**config.mk**
```make
export PLATFORM = sky130hd
export DESIGN_NAME = ball_packet_i2c_tx_flat
export DESIGN_NICKNAME = d
export VERILOG_FILES = /design/src/rtl/ball_packet_i2c_tx_if.sv /design/src/rtl/ball_packet_i2c_tx.sv /design/src/flat_wrapper.sv
export SDC_FILE = /design/constraint.sdc
export NUM_CORES = 1
export LEC_CHECK = 0
export ABC_AREA = 1
export CAP_MARGIN = 30
export CORE_MARGIN = 4
export CORE_UTILIZATION = 45
export CTS_CLUSTER_DIAMETER = 30
export CTS_CLUSTER_SIZE = 24
export DETAILED_ROUTE_END_ITERATION = 12
export PLACE_DENSITY = 0.68
export RECOVER_POWER = 25
export SYNTH_ARGS = -nofsm -noshare
export SYNTH_HDL_FRONTEND = slang
export SYNTH_SLANG_ARGS = --single-unit
export TNS_END_PERCENT = 20
```
**constraint.sdc**
```tcl
create_clock -name clk_25MHZ -period 2.2 [get_ports clk_25MHZ]
set_input_delay 0.33 -clock clk_25MHZ [delete_from_list [all_inputs] [get_ports clk_25MHZ]]
set_output_delay 0.33 -clock clk_25MHZ [all_outputs]
set_load 0.01 [all_outputs]
```
**src/rtl/ball_packet_i2c_tx_if.sv**
```systemverilog
// Bus bundle between the ball-state I2C writer and its surroundings:
// packet inputs, open-drain line controls and transfer status.
interface ball_packet_i2c_tx_if;
  logic       ball_send_trigger;
  logic [9:0] ball_y;
  logic [7:0] ball_vy;
  logic [1:0] gravity_counter;
  logic [7:0] ball_speed_reg0;
  logic [7:0] ball_speed_reg1;
  logic [3:0] ball_speed_reg2;
  logic       sda_in;
  logic       scl_in;
  logic       sda_oe;
  logic       scl_oe;
  logic       busy;
  logic       tx_done;
  logic       nack_err;

  modport master (
    input  ball_send_trigger, ball_y, ball_vy, gravity_counter,
    input  ball_speed_reg0, ball_speed_reg1, ball_speed_reg2,
    input  sda_in, scl_in,
    output sda_oe, scl_oe, busy, tx_done, nack_err
  );

  modport slave (
    output ball_send_trigger, ball_y, ball_vy, gravity_counter,
    output ball_speed_reg0, ball_speed_reg1, ball_speed_reg2,
    output sda_in, scl_in,
    input  sda_oe, scl_oe, busy, tx_done, nack_err
  );
endinterface

```
**src/rtl/ball_packet_i2c_tx.sv**
```systemverilog
// Ball-state I2C burst writer: START, addr+W, pointer 0x00, 7 packet bytes, STOP.
// Defining BALL_TX_RETRY_EN adds NACK retries (STOP, 64-quarter gap, full resend).
module ball_packet_i2c_tx #(
  parameter logic [6:0]  SLAVE_ADDR = 7'h2A,
  parameter int unsigned QTR_DIV    = 62,
  parameter int unsigned MAX_RETRY  = 3
) (
  input logic                  clk_25MHZ,
  input logic                  reset_n,
  ball_packet_i2c_tx_if.master bus
);
  localparam int unsigned QW = (QTR_DIV > 1) ? $clog2(QTR_DIV) : 1;

  typedef enum logic [2:0] {
    IDLE, START, SEND_BYTE, GET_ACK, STOP, FINISH
`ifdef BALL_TX_RETRY_EN
    , RETRY_WAIT
`endif
  } state_t;

  state_t        r_state, w_state_n;
  logic          r_trig, r_trig_d, w_rise;
  logic [7:0]    r_pkt [7];
  logic [7:0]    r_shift, w_next_byte;
  logic [2:0]    r_bit;
  logic [3:0]    r_byte;
  logic [1:0]    r_qtr;
  logic [QW-1:0] r_qcnt;
  logic          r_nack;
  logic          w_stretch, w_qend, w_last_q;
  logic          w_sda_oe, w_scl_oe;
`ifdef BALL_TX_RETRY_EN
  localparam int unsigned RW = (MAX_RETRY > 0) ? $clog2(MAX_RETRY + 1) : 1;
  logic [RW-1:0] r_retry;
  logic [5:0]    r_wait;
  logic          w_wait_end;
  assign w_wait_end = (r_state == RETRY_WAIT) && w_qend && (r_wait == 6'd63);
`endif

  assign w_rise    = r_trig & ~r_trig_d;
  // A slave holding SCL low while we release it freezes the quarter timer.
  assign w_stretch = ((r_state == SEND_BYTE) || (r_state == GET_ACK)) && r_qtr[1]
                     && !w_scl_oe && !bus.scl_in;
  assign w_qend    = (r_qcnt == QW'(QTR_DIV - 1)) && !w_stretch;
  assign w_last_q  = w_qend && (r_qtr == 2'd3);

  assign bus.sda_oe = w_sda_oe;
  assign bus.scl_oe = w_scl_oe;
  assign bus.busy   = (r_state != IDLE) && (r_state != FINISH);

  always_comb begin
    w_next_byte = 8'h00;
    if ((r_byte != 4'd0) && (r_byte < 4'd8))
      w_next_byte = r_pkt[3'(r_byte - 4'd1)];
  end

  always_ff @(posedge clk_25MHZ or negedge reset_n) begin
    if (!reset_n) begin
      r_trig   <= 1'b0;
      r_trig_d <= 1'b0;
      r_state  <= IDLE;
    end else begin
      r_trig   <= bus.ball_send_trigger;
      r_trig_d <= r_trig;
      r_state  <= w_state_n;
    end
  end

  always_ff @(posedge clk_25MHZ or negedge reset_n) begin
    if (!reset_n) begin
      r_qcnt <= '0;
      r_qtr  <= '0;
    end else if ((r_state == IDLE) || (r_state == FINISH)) begin
      r_qcnt <= '0;
      r_qtr  <= '0;
    end else if (w_qend) begin
      r_qcnt <= '0;
      r_qtr  <= r_qtr + 2'd1;
    end else if (!w_stretch) begin
      r_qcnt <= r_qcnt + 1'b1;
    end
  end

  always_ff @(posedge clk_25MHZ or negedge reset_n) begin
    if (!reset_n) begin
      r_pkt   <= '{default: '0};
      r_shift <= '0;
      r_bit   <= '0;
      r_byte  <= '0;
      r_nack  <= 1'b0;
    end else begin
      case (r_state)
        IDLE: if (w_rise) begin
          r_pkt[0] <= {bus.ball_y[9:8], 6'b0};
          r_pkt[1] <= bus.ball_y[7:0];
          r_pkt[2] <= bus.ball_vy;
          r_pkt[3] <= {6'b0, bus.gravity_counter};
          r_pkt[4] <= bus.ball_speed_reg0;
          r_pkt[5] <= bus.ball_speed_reg1;
          r_pkt[6] <= {4'b0, bus.ball_speed_reg2};
          r_shift  <= {SLAVE_ADDR, 1'b0};
          r_bit    <= '0;
          r_byte   <= '0;
          r_nack   <= 1'b0;
        end
        SEND_BYTE: if (w_last_q) begin
          r_bit   <= r_bit + 3'd1;
          r_shift <= {r_shift[6:0], 1'b0};
        end
        GET_ACK: if (w_last_q) begin
          if (bus.sda_in) begin
            r_nack <= 1'b1;
          end else if (r_byte != 4'd8) begin
            r_byte  <= r_byte + 4'd1;
            r_shift <= w_next_byte;
          end
        end
`ifdef BALL_TX_RETRY_EN
        RETRY_WAIT: if (w_wait_end) begin
          r_shift <= {SLAVE_ADDR, 1'b0};
          r_byte  <= '0;
          r_nack  <= 1'b0;
        end
`endif
        default: ;
      endcase
    end
  end

`ifdef BALL_TX_RETRY_EN
  always_ff @(posedge clk_25MHZ or negedge reset_n) begin
    if (!reset_n) begin
      r_retry <= '0;
      r_wait  <= '0;
    end else begin
      if ((r_state == IDLE) && w_rise) r_retry <= '0;
      else if (w_wait_end)             r_retry <= r_retry + 1'b1;
      if (r_state != RETRY_WAIT) r_wait <= '0;
      else if (w_qend)           r_wait <= r_wait + 6'd1;
    end
  end
`endif

  always_comb begin
    w_state_n    = r_state;
    w_sda_oe     = 1'b0;
    w_scl_oe     = 1'b0;
    bus.tx_done  = 1'b0;
    bus.nack_err = 1'b0;
    case (r_state)
      IDLE: if (w_rise) w_state_n = START;
      START: begin
        w_sda_oe = r_qtr[1];
        if (w_last_q) w_state_n = SEND_BYTE;
      end
      SEND_BYTE: begin
        w_scl_oe = ~r_qtr[1];
        w_sda_oe = ~r_shift[7];
        if (w_last_q && (r_bit == 3'd7)) w_state_n = GET_ACK;
      end
      GET_ACK: begin
        w_scl_oe = ~r_qtr[1];
        if (w_last_q)
          w_state_n = (bus.sda_in || (r_byte == 4'd8)) ? STOP : SEND_BYTE;
      end
      STOP: begin
        w_sda_oe = (r_qtr != 2'd3);
        w_scl_oe = (r_qtr == 2'd0);
        if (w_last_q) begin
`ifdef BALL_TX_RETRY_EN
          w_state_n = (r_nack && (r_retry < RW'(MAX_RETRY))) ? RETRY_WAIT : FINISH;
`else
          w_state_n = FINISH;
`endif
        end
      end
      FINISH: begin
        bus.tx_done  = ~r_nack;
        bus.nack_err = r_nack;
        w_state_n    = IDLE;
      end
`ifdef BALL_TX_RETRY_EN
      RETRY_WAIT: if (w_wait_end) w_state_n = START;
`endif
      default: w_state_n = IDLE;
    endcase
  end
endmodule

```
**src/flat_wrapper.sv**
```systemverilog
// flat-port wrapper written by rule: the top's interface ports become plain ports
module ball_packet_i2c_tx_flat 
#(
  parameter logic [6:0]  SLAVE_ADDR = 7'h2A,
  parameter int unsigned QTR_DIV    = 62,
  parameter int unsigned MAX_RETRY  = 3
)
  (clk_25MHZ, reset_n, bus_ball_send_trigger, bus_ball_y, bus_ball_vy, bus_gravity_counter, bus_ball_speed_reg0, bus_ball_speed_reg1, bus_ball_speed_reg2, bus_sda_in, bus_scl_in, bus_sda_oe, bus_scl_oe, bus_busy, bus_tx_done, bus_nack_err);
  ball_packet_i2c_tx_if bus_i ();
  input logic clk_25MHZ;
  input logic reset_n;
  input wire logic [$bits(bus_i.ball_send_trigger)-1:0] bus_ball_send_trigger;
  input wire logic [$bits(bus_i.ball_y)-1:0] bus_ball_y;
  input wire logic [$bits(bus_i.ball_vy)-1:0] bus_ball_vy;
  input wire logic [$bits(bus_i.gravity_counter)-1:0] bus_gravity_counter;
  input wire logic [$bits(bus_i.ball_speed_reg0)-1:0] bus_ball_speed_reg0;
  input wire logic [$bits(bus_i.ball_speed_reg1)-1:0] bus_ball_speed_reg1;
  input wire logic [$bits(bus_i.ball_speed_reg2)-1:0] bus_ball_speed_reg2;
  input wire logic [$bits(bus_i.sda_in)-1:0] bus_sda_in;
  input wire logic [$bits(bus_i.scl_in)-1:0] bus_scl_in;
  output wire logic [$bits(bus_i.sda_oe)-1:0] bus_sda_oe;
  output wire logic [$bits(bus_i.scl_oe)-1:0] bus_scl_oe;
  output wire logic [$bits(bus_i.busy)-1:0] bus_busy;
  output wire logic [$bits(bus_i.tx_done)-1:0] bus_tx_done;
  output wire logic [$bits(bus_i.nack_err)-1:0] bus_nack_err;
  assign bus_i.ball_send_trigger = bus_ball_send_trigger;
  assign bus_i.ball_y = bus_ball_y;
  assign bus_i.ball_vy = bus_ball_vy;
  assign bus_i.gravity_counter = bus_gravity_counter;
  assign bus_i.ball_speed_reg0 = bus_ball_speed_reg0;
  assign bus_i.ball_speed_reg1 = bus_ball_speed_reg1;
  assign bus_i.ball_speed_reg2 = bus_ball_speed_reg2;
  assign bus_i.sda_in = bus_sda_in;
  assign bus_i.scl_in = bus_scl_in;
  assign bus_sda_oe = bus_i.sda_oe;
  assign bus_scl_oe = bus_i.scl_oe;
  assign bus_busy = bus_i.busy;
  assign bus_tx_done = bus_i.tx_done;
  assign bus_nack_err = bus_i.nack_err;
  ball_packet_i2c_tx #(.SLAVE_ADDR(SLAVE_ADDR), .QTR_DIV(QTR_DIV), .MAX_RETRY(MAX_RETRY)) u_core (.clk_25MHZ(clk_25MHZ), .reset_n(reset_n), .bus(bus_i));
endmodule
```
==> impl_metrics.tcl, run 1 <==
set metrics [dict create \
    grt_first_pass_wirelength_um 14000 \
    fin_setup_tns_ns 0 \
    drt_iter0_markers 93 \
    rows 32 \
    synth_top_family_by_area "simple AND/OR/NAND/NOR gates" \
    synth_warnings 0 \
    worstSetupEndpoint "bus_nack_err" \
    firstDrtPassIters 4 \
    synthAdderAreaFrac_pct 2.77 \
    endpoint_kind "primary output" \
    antenna_found_initial 0 \
    max_freq_mhz 479 \
    dieWidth_um 97.7 \
    track_usage_pct 17.8 \
    cts_max_path_buffers 2 \
    synth-simple-area-share_pct 33.0 \
    post_drt_wl_per_cell_um 12.5 \
    cts_buffers 9 \
    drt-total-wl_um 7990 \
    clock_sinks 69 \
    setup_violations 0 \
    start_kind "flop" \
    nets 583 \
    cp.arrival_ns 1.76 \
    n_antenna_cell 0 \
    reg2reg_from "u_core.r_byte[0]" \
    multi_input_area_um2 1660 \
    ir_worst_vdd_mv 0.431 \
    worstHoldPathType "reg -> reg" \
    reg2reg_depth 9 \
    synthesis.area_um2 3620 \
    worstSetupPathType "reg -> out" \
    drive_gt1_share_pct 9.91 \
    relSlewSlack_pct 38.4 \
    powerDensity_nw_per_um2 1300 \
    p_leak_nw 2.24 \
    critPathLaunch "u_core.r_state[0]" \
    root_buffer "clkbuf_8" \
    post_drt_via_cell_ratio 4.92 \
    cts_tree "built" \
    hold_viol 0 \
    synth_nets 529 \
    cp.required_ns 1.87 \
    die_h_um 97.7 \
    grt_pass1_vias 3202 \
    initial_core_util_pct 46.6 \
    yosysUniqueCellTypes 30 \
    r2r_setup_slack_ns 0.42 \
    grt-ovfl-total 0 \
    final_antenna_net_count 0 \
    gp_congestion 0.833 \
    ys_ff_latch 69 \
    die-area_um2 9540 \
    pre_cts_ws_ns 0.342 \
    synth-compound-area-share_pct 9.26 \
    core-area_um2 7770 \
    hpwlAfterDp_um 5810 \
    maxCapViolCount 0 \
    timing.final.crit_share_pct 94.9 \
    ios 50 \
    vias 3131 \
    period_needed_ns 2.09 \
    slew_viol_final 0 \
    r2r_end "u_core.r_shift[0]" \
    status "finished clean" \
    portBuffers 49 \
    syn_avg_cell_area_um2 7.60 \
    ys_seq_area_share_pct 47.7 \
    rsz0062_at_grt "no" \
    fin_skew_ns 0.00972 \
    regArea_um2 1730 \
    filler_cell_count 736 \
    synthMuxAreaShare_pct 0 \
    grt_max_degree 70 \
    drc 0 \
    netlist_instances 476 \
    clkTransAtPathRegs_ns 0.08 \
    synth_xor_area_share_pct 0.484 \
    syn_to_final_growth_pct 22.6 \
    finish.utilization_pct 57.1 \
    fin_ws_ns 0.113 \
    cp_max_fo 6 \
    worstMarginPinSlew_ns 0.925 \
    insertion_delay_ns 0.35 \
    htree_levels 3 \
]
[where the power goes]
part           internal (mW)  switching (mW)  total, mW
clock network          0.547           0.465       1.01
registers               1.80           0.327       2.13
logic                  0.954            1.69       2.64
[logic make-up after synthesis]
logic type | after synthesis
fa+ha+maj | 8
flops | 69
buf+inv | 60
compound gates | 64
xor+xnor | 2
simple gates | 273
[worst min-delay path by stage]
stage	startpoint	endpoint	slack, ns	depth (start not counted)
floorplan	reset_n	u_core.r_bit[0]	0.03	0
finish	u_core.r_trig	u_core.r_trig_d	0.39	0
detailed placement	u_core.r_trig	u_core.r_trig_d	0.36	0
global route	u_core.r_trig	u_core.r_trig_d	0.40	0
CTS	u_core.r_trig	u_core.r_trig_d	0.39	0
global placement	u_core.r_trig	u_core.r_trig_d	0.36	0
[worst max-delay path: stages, from the launching register on]
cell and delay, ns:
dfrtp_2 0.42, inv_2 0.09, nor2_4 0.13, nand2_1 0.10, nor2_1 0.12, clkdlybuf4s50_1 0.54
[repair_timing]
item                       4_1_cts  5_1_grt
hold buffers                     1        0
hold endpoints to repair         1        0
buffers inserted                 0        0
pin swaps                        0        0
setup endpoints to repair        2        3
resized for setup                4        5
[per-stage QoR]
step	hold WS (ns)	cell area, µm²	power [mW]	instances
4_1_cts	0.389	4440	5.83	637
3_3_place_gp	0.362	4230	4.72	620
5_1_grt	0.399	4440	6.32	637
2_1_floorplan	0.0344	3620	4.04	476
3_5_place_dp	0.363	4230	4.79	620
6_report	0.385	4440	5.78	637
[sequential cells by signal (all words and copies together) (netlist names)]
register / count
u_core.r_qcnt: 6
u_core.r_byte: 4
u_core.r_state: 3
u_core.r_shift: 8
u_core.r_pkt: 40
u_core.r_qtr: 2
u_core.r_nack: 1
u_core.r_trig_d: 1
u_core.r_trig: 1
u_core.r_bit: 3
[synthesized netlist by cell type]
cell      instances  area share [%]
o32ai_1           1            0.24
ha_1              8             2.8
nor2_1           20             2.1
nand4_1           3            0.52
o21ai_0          28             3.9
nor2_4            3            0.93
dfrtp_1          69              48
clkbuf_1          4            0.41
nand3_4           2            0.97
nand2_1         201              21
inv_2             4            0.41
nand2_2           5            0.86
a21oi_1          18             2.5
buf_4             1            0.21
o21ai_1          11             1.5
clkinv_1          1            0.10
buf_2            10             1.4
o211ai_1          1            0.21
nand3_1          22             3.0
o221ai_1          1            0.24
o22ai_1           4            0.69
and3_1            1            0.17
nor3_1            6            0.83
or2_2             1            0.17
nor2_8            1            0.55
inv_1            39             4.0
xor2_1            2            0.48
nor2_2            3            0.52
inv_4             1            0.17
nand2_4           5             1.6
[placed cells by master, fill, tap and decap left out, types with 3 or more instances in the layout]
cell / instances
a21oi_1: 18
buf_4: 7
clkbuf_8: 10
clkdlybuf4s50_1: 44
clkinv_2: 4
dfrtp_1: 67
ha_1: 8
inv_1: 38
inv_2: 5
nand2_1: 201
nand2_2: 5
nand2_4: 5
nand3_1: 22
nand4_1: 3
nor2_1: 19
nor2_4: 5
nor3_1: 6
o21ai_0: 28
o21ai_1: 11
o22ai_1: 4
[metal layers]
metal	up-vias	part of all wire, %	track usage [%]
met3	15	4.1	3.16
met4	0	2.2	8.52
li1	1608	-	-
met5	-	0	0
met1	1438	47	23.3
met2	70	47	28.6
[final cells by class]
type	count	share of cell area (%)
clock buffer	11	3.19
inverter	45	3.86
tap	102	2.88
clock inverter	5	1.13
multi-input combinational	347	37.5
timing repair buffer	58	12.5
sequential	69	39.0
No activity file was read; power rests on OpenSTA's default activity.
==> inputs of run 2 (changes only) <==
Settings changed: CORE_ASPECT_RATIO set to 2, GPL_ROUTABILITY_DRIVEN set to 0.
==> run 2 against run 1 <==
  * The flow now finishes with violations (capacitance limit, slew limit)
  * Sequential power hardly changed
  * Worst hold slack better by 0.013 ns
  * Register-to-register slack worse by 0.09 ns
  * Clock skew is 0.0026 ns lower
  * Via count is 2.9% higher
  * Clock-buffer cell count is 3 higher
  * Design area is 1.7% higher
  * Flip-flop and latch count stayed put
  * Sequential share of layout area is 0.69 points lower
  * Combinational power is 3% higher
  * Critical path type unchanged
  * Critical endpoint is now bus_sda_oe
  * Largest power group unchanged
==> impl_metrics.tcl, run 2 (same netlist as run 1, synthesis figures left out) <==
set metrics [dict create \
    worstMarginPinSlew_ns 1.68 \
    p_leak_nw 2.31 \
    relSlewSlack_pct -12.3 \
    track_usage_pct 19.1 \
    cts_max_path_buffers 2 \
    ir_worst_vdd_mv 0.623 \
    drt-total-wl_um 8520 \
    hold_viol 0 \
    fin_ws_ns 0.0220 \
    design_area_um2 4510 \
    grt_pass1_vias 3216 \
    cts_buffers 9 \
    dp_cells 613 \
    root_buffer "clkbuf_16" \
    clkTransAtPathRegs_ns 0.05 \
    firstDrtPassIters 4 \
    dieWidth_um 71.4 \
    regMostFlops "u_core.r_pkt" \
    reg2reg_depth 11 \
    hpwlAfterDp_um 6310 \
    htree_levels 3 \
    critical_path_cell_count 4 \
    worstHoldPathType "reg -> reg" \
    die-area_um2 9630 \
    drive_gt1_share_pct 9.21 \
    setup_violations 0 \
    maxCapViolCount 1 \
    insertion_delay_ns 0.33 \
    max_freq_mhz 459 \
    crit_buf_inv 1 \
    core-area_um2 7890 \
    cp_cell_sequence "nor2_4 -> nand2_2 -> o221ai_1 -> clkdlybuf4s50_1" \
    portBuffers 49 \
    crit_family "buffers and inverters" \
    start_kind "flop" \
    postPlaceCellArea_um2 4230 \
    worstSetupEndpoint "bus_sda_oe" \
    worstSetupPathType "reg -> out" \
    filler_cell_count 731 \
    multi_input_area_um2 1660 \
    rsz0062_at_grt "yes" \
    top_usage_layer "met2" \
    cp_max_fo 6 \
    instances_no_fill 628 \
    met3_usage_pct 3.87 \
    antenna_found_initial 0 \
    fin_skew_ns 0.00713 \
    critPathLaunch "u_core.r_state[2]" \
    n_antenna_cell 0 \
    post_drt_wl_per_cell_um 13.6 \
    final_antenna_net_count 0 \
    cp.required_ns 1.87 \
    period_needed_ns 2.18 \
    ios 50 \
    slowest_stage "clkdlybuf4s50_1" \
    use_met1_pct 19.0 \
    grt-ovfl-total 0 \
    final_common_cell "nand2_1" \
    r2r_setup_slack_ns 0.33 \
    drc 0 \
    holdWs_ns 0.399 \
    post_drt_via_cell_ratio 5.13 \
    grt_max_degree 70 \
    powerDensity_nw_per_um2 1370 \
    fin_setup_tns_ns 0 \
    endpoint_kind "primary output" \
    initial_core_util_pct 45.9 \
    syn_to_final_growth_pct 24.7 \
    nets 581 \
    die_h_um 135 \
    drt_iter0_markers 156 \
    cts_tree "built" \
    critical_path.max_stage_delay_ns 0.56 \
    pre_cts_ws_ns 0.323 \
    r2r_end "u_core.r_shift[7]" \
    largest_reg_flops 40 \
    vias 3221 \
    rows 46 \
    final_cell_mix "201 x nand2_1, 68 x dfrtp_1, 44 x clkdlybuf4s50_1, 38 x inv_1, 28 x o21ai_0" \
    clock_sinks 69 \
    cp.arrival_ns 1.85 \
    gr-usage-met2_pct 33.9 \
    regArea_um2 1730 \
    status "finished with violations" \
    slew_viol_final 70 \
    reg_top3 "u_core.r_pkt (40), u_core.r_shift (8), u_core.r_qcnt (6)" \
    failed_checks "capacitance limit, slew limit" \
    reg2reg_from "u_core.r_byte[0]" \
    grt_first_pass_wirelength_um 14400 \
    timing.final.crit_share_pct 99.0 \
]
run 2: final cells by class:
class                   count  area share [%]
clock inverters             1           0.111
clock buffers              14            6.07
flip-flops and latches     69            38.3
well taps                  96            2.66
multi-input cells         347            36.7
repair buffers             56            12.4
inverters                  45            3.80
run 2: worst min-delay path by stage:
stage | start | to | slack (ns) | cells past startpoint
detailed placement | reset_n | u_core.r_bit[0] | 0.39 | 2
global placement | u_core.r_trig | u_core.r_trig_d | 0.38 | 0
finish | u_core.r_trig | u_core.r_trig_d | 0.40 | 0
floorplan | reset_n | u_core.r_bit[0] | 0.03 | 0
global route | u_core.r_trig | u_core.r_trig_d | 0.43 | 0
CTS | reset_n | u_core.r_nack | 0.03 | 2
run 2: per-stage QoR:
step / power (mW) / util [%]
after global placement: 4.76 / 53.6
after detailed placement: 4.84 / 53.6
after CTS: 6.25 / 57.3
after floorplan: 4.04 / -
after global routing: 6.70 / 57.2
final: 6.18 / 57.2
run 2: worst register-to-register path, stage by stage, from the launching register on:
cell and delay [ns]:
dfrtp_1 0.35, clkinv_1 0.09, ha_1 0.31, inv_1 0.32, nand2_1 0.19, o21ai_0 0.20
nand2_1 0.07, nand2_1 0.07, nand2_1 0.05, nand2_1 0.05, nand2_1 0.04, nand2_1 0.06
run 2: report_power, final:
group / total, mW / switching, mW / internal [mW]
sequential: 2.12 / 0.314 / 1.80
combinational: 2.73 / 1.76 / 0.970
clock: 1.34 / 0.494 / 0.847
total: 6.18 / 2.56 / 3.62
run 2: repair_timing:
action / CTS / global route
gates cloned: 0 / 0
setup endpoints to repair: 5 / 5
hold buffers: 0 / 0
resized for setup: 4 / 4
buffers inserted: 0 / 0
run 2: metal layers:
metal / vias up / wire (µm)
li1: 1603 / -
met1: 1493 / 3100
met2: 88 / 4570
met3: 37 / 349
met4: 0 / 492
met5: - / 0
==> inputs of run 3 (changes only) <==
Settings changed: DONT_BUFFER_PORTS set to 1, PLACE_DENSITY 0.68 to not set.
==> run 3 against run 2 <==
  * The run now ends clean
  * Clock skew decreased by 0.0012 ns
  * Register-to-register slack improved by 0.16 ns
  * First-iteration DRC count decreased by 33%
  * Core utilization decreased by 6.5 points
  * Routed wire length decreased by 3.7%
  * Largest cell class unchanged
==> impl_metrics.tcl, run 3 (same netlist as run 1, synthesis figures left out) <==
set metrics [dict create \
    holdWs_ns 0.0302 \
    grt_pass1_vias 3121 \
    cp.required_ns 1.87 \
    clock_sinks 69 \
    drt_iter0_markers 105 \
    vias 2912 \
    die_h_um 135 \
    insertion_delay_ns 0.33 \
    cts_resized 0 \
    start_kind "flop" \
    fin_setup_tns_ns 0 \
    drt-total-wl_um 8200 \
    crit_buf_inv 1 \
    grt_first_pass_wirelength_um 14300 \
    max_freq_mhz 543 \
    htree_levels 3 \
    critical_path_cell_count 4 \
    reg2reg_depth 11 \
    core-area_um2 7890 \
    grt_max_degree 70 \
    antenna_found_initial 0 \
    cp_cell_sequence "inv_1 -> nor2_2 -> nand2_1 -> o221ai_1" \
    worstSetupEndpoint "bus_sda_oe" \
    rows 46 \
    firstDrtPassIters 4 \
    crit_family "flip-flops" \
    rsz0062_at_grt "no" \
    final_common_cell "nand2_1" \
    status "finished clean" \
    worstSetupPathType "reg -> out" \
    drive_gt1_share_pct 9.90 \
    ctsHoldBuffers 2 \
    reg2reg_from "u_core.r_qcnt[1]" \
    cp_max_fo 6 \
    reg_top3 "u_core.r_pkt (40), u_core.r_shift (8), u_core.r_qcnt (6)" \
    dieWidth_um 71.4 \
    ir_worst_vdd_mv 0.706 \
    powerDensity_nw_per_um2 1490 \
    root_buffer "clkbuf_16" \
    regMostFlops "u_core.r_pkt" \
    grt-ovfl-total 0 \
    slowest_stage "dfrtp_1" \
    drc 0 \
    fin_skew_ns 0.00591 \
    endpoint_kind "primary output" \
    syn_to_final_growth_pct 10.6 \
    worstMarginPinSlew_ns 0.932 \
    ios 50 \
    cts_max_path_buffers 2 \
    hpwlAfterDp_um 6100 \
    finish.utilization_pct 50.8 \
    final_antenna_net_count 0 \
    timing.final.crit_share_pct 83.8 \
    final_cell_mix "201 x nand2_1, 69 x dfrtp_1, 39 x inv_1, 28 x o21ai_0, 22 x nand3_1" \
    hold_viol 0 \
    r2r_setup_slack_ns 0.49 \
    r2r_end "u_core.r_shift[5]" \
    setup_violations 0 \
    period_needed_ns 1.84 \
    post_drt_wl_per_cell_um 14.1 \
    cp.arrival_ns 1.51 \
    p_total_mw 5.96 \
    post_drt_via_cell_ratio 5.01 \
    portBuffers 0 \
    p_leak_nw 2.07 \
    relSlewSlack_pct 37.8 \
    track_usage_pct 18.9 \
    slew_viol_final 0 \
    cts_tree "built" \
    n_antenna_cell 0 \
    die-area_um2 9630 \
    postCtsSetupBuffers 0 \
    maxCapViolCount 0 \
    nets 534 \
    critPathLaunch "u_core.r_state[0]" \
    clkTransAtPathRegs_ns 0.05 \
    initial_core_util_pct 45.9 \
    worstHoldPathType "in -> reg" \
    filler_cell_count 755 \
    critical_path.max_stage_delay_ns 0.38 \
    largest_reg_flops 40 \
    cts_buffers 9 \
]
[run 3: final cells by class]
class	instances	area (µm²)	area share (%)
sequential	69	1730	43.1
inverter	45	171	4.28
tap	96	120	3.00
timing repair buffer	9	70.1	1.75
multi-input combinational	347	1650	41.2
clock buffer	10	239	5.97
clock inverter	5	27.5	0.687
[run 3: power breakdown]
group / leakage (nW) / total [mW] / internal, mW / switching [mW]
Clock: 0.134 / 1.28 / 0.777 / 0.504
Sequential: 0.870 / 2.11 / 1.80 / 0.309
Combinational: 1.06 / 2.57 / 0.847 / 1.72
[run 3: worst min-delay path by stage]
stage / start / endpoint / cells after the start
floorplan: reset_n / u_core.r_bit[0] / 0
global placement: reset_n / u_core.r_state[1] / 0
detailed placement: reset_n / u_core.r_state[1] / 0
CTS: bus_ball_send_trigger / u_core.r_trig / 0
global route: bus_ball_send_trigger / u_core.r_trig / 0
finish: bus_ball_send_trigger / u_core.r_trig / 0
[run 3: routing by layer]
layer	up-vias	wire length, µm	global-route usage, %
met5	-	0	0
met4	0	270	9.10
met3	15	271	4.25
met2	53	4410	33.7
met1	1333	3240	20.7
li1	1511	-	-
[run 3: worst register-to-register path, cell delays in order, from the launching register on]
cell and delay, ns:
dfrtp_1 0.39, inv_1 0.08, ha_1 0.15, nand3_1 0.07, nor2_1 0.22, nand3_4 0.16, nand2_4 0.11, nand2_4 0.08
inv_4 0.09, nand3_4 0.11, nand2_1 0.09, nand2_1 0.05
[run 3: through the flow]
stage | cells | setup slack (ns) | instance area, µm²
after global placement | 564 | 0.542 | 3720
after global routing | 581 | 0.236 | 4000
final | 581 | 0.357 | 4000
after detailed placement | 564 | 0.497 | 3720
after floorplan | 476 | 0.283 | 3620
after CTS | 581 | 0.331 | 4020
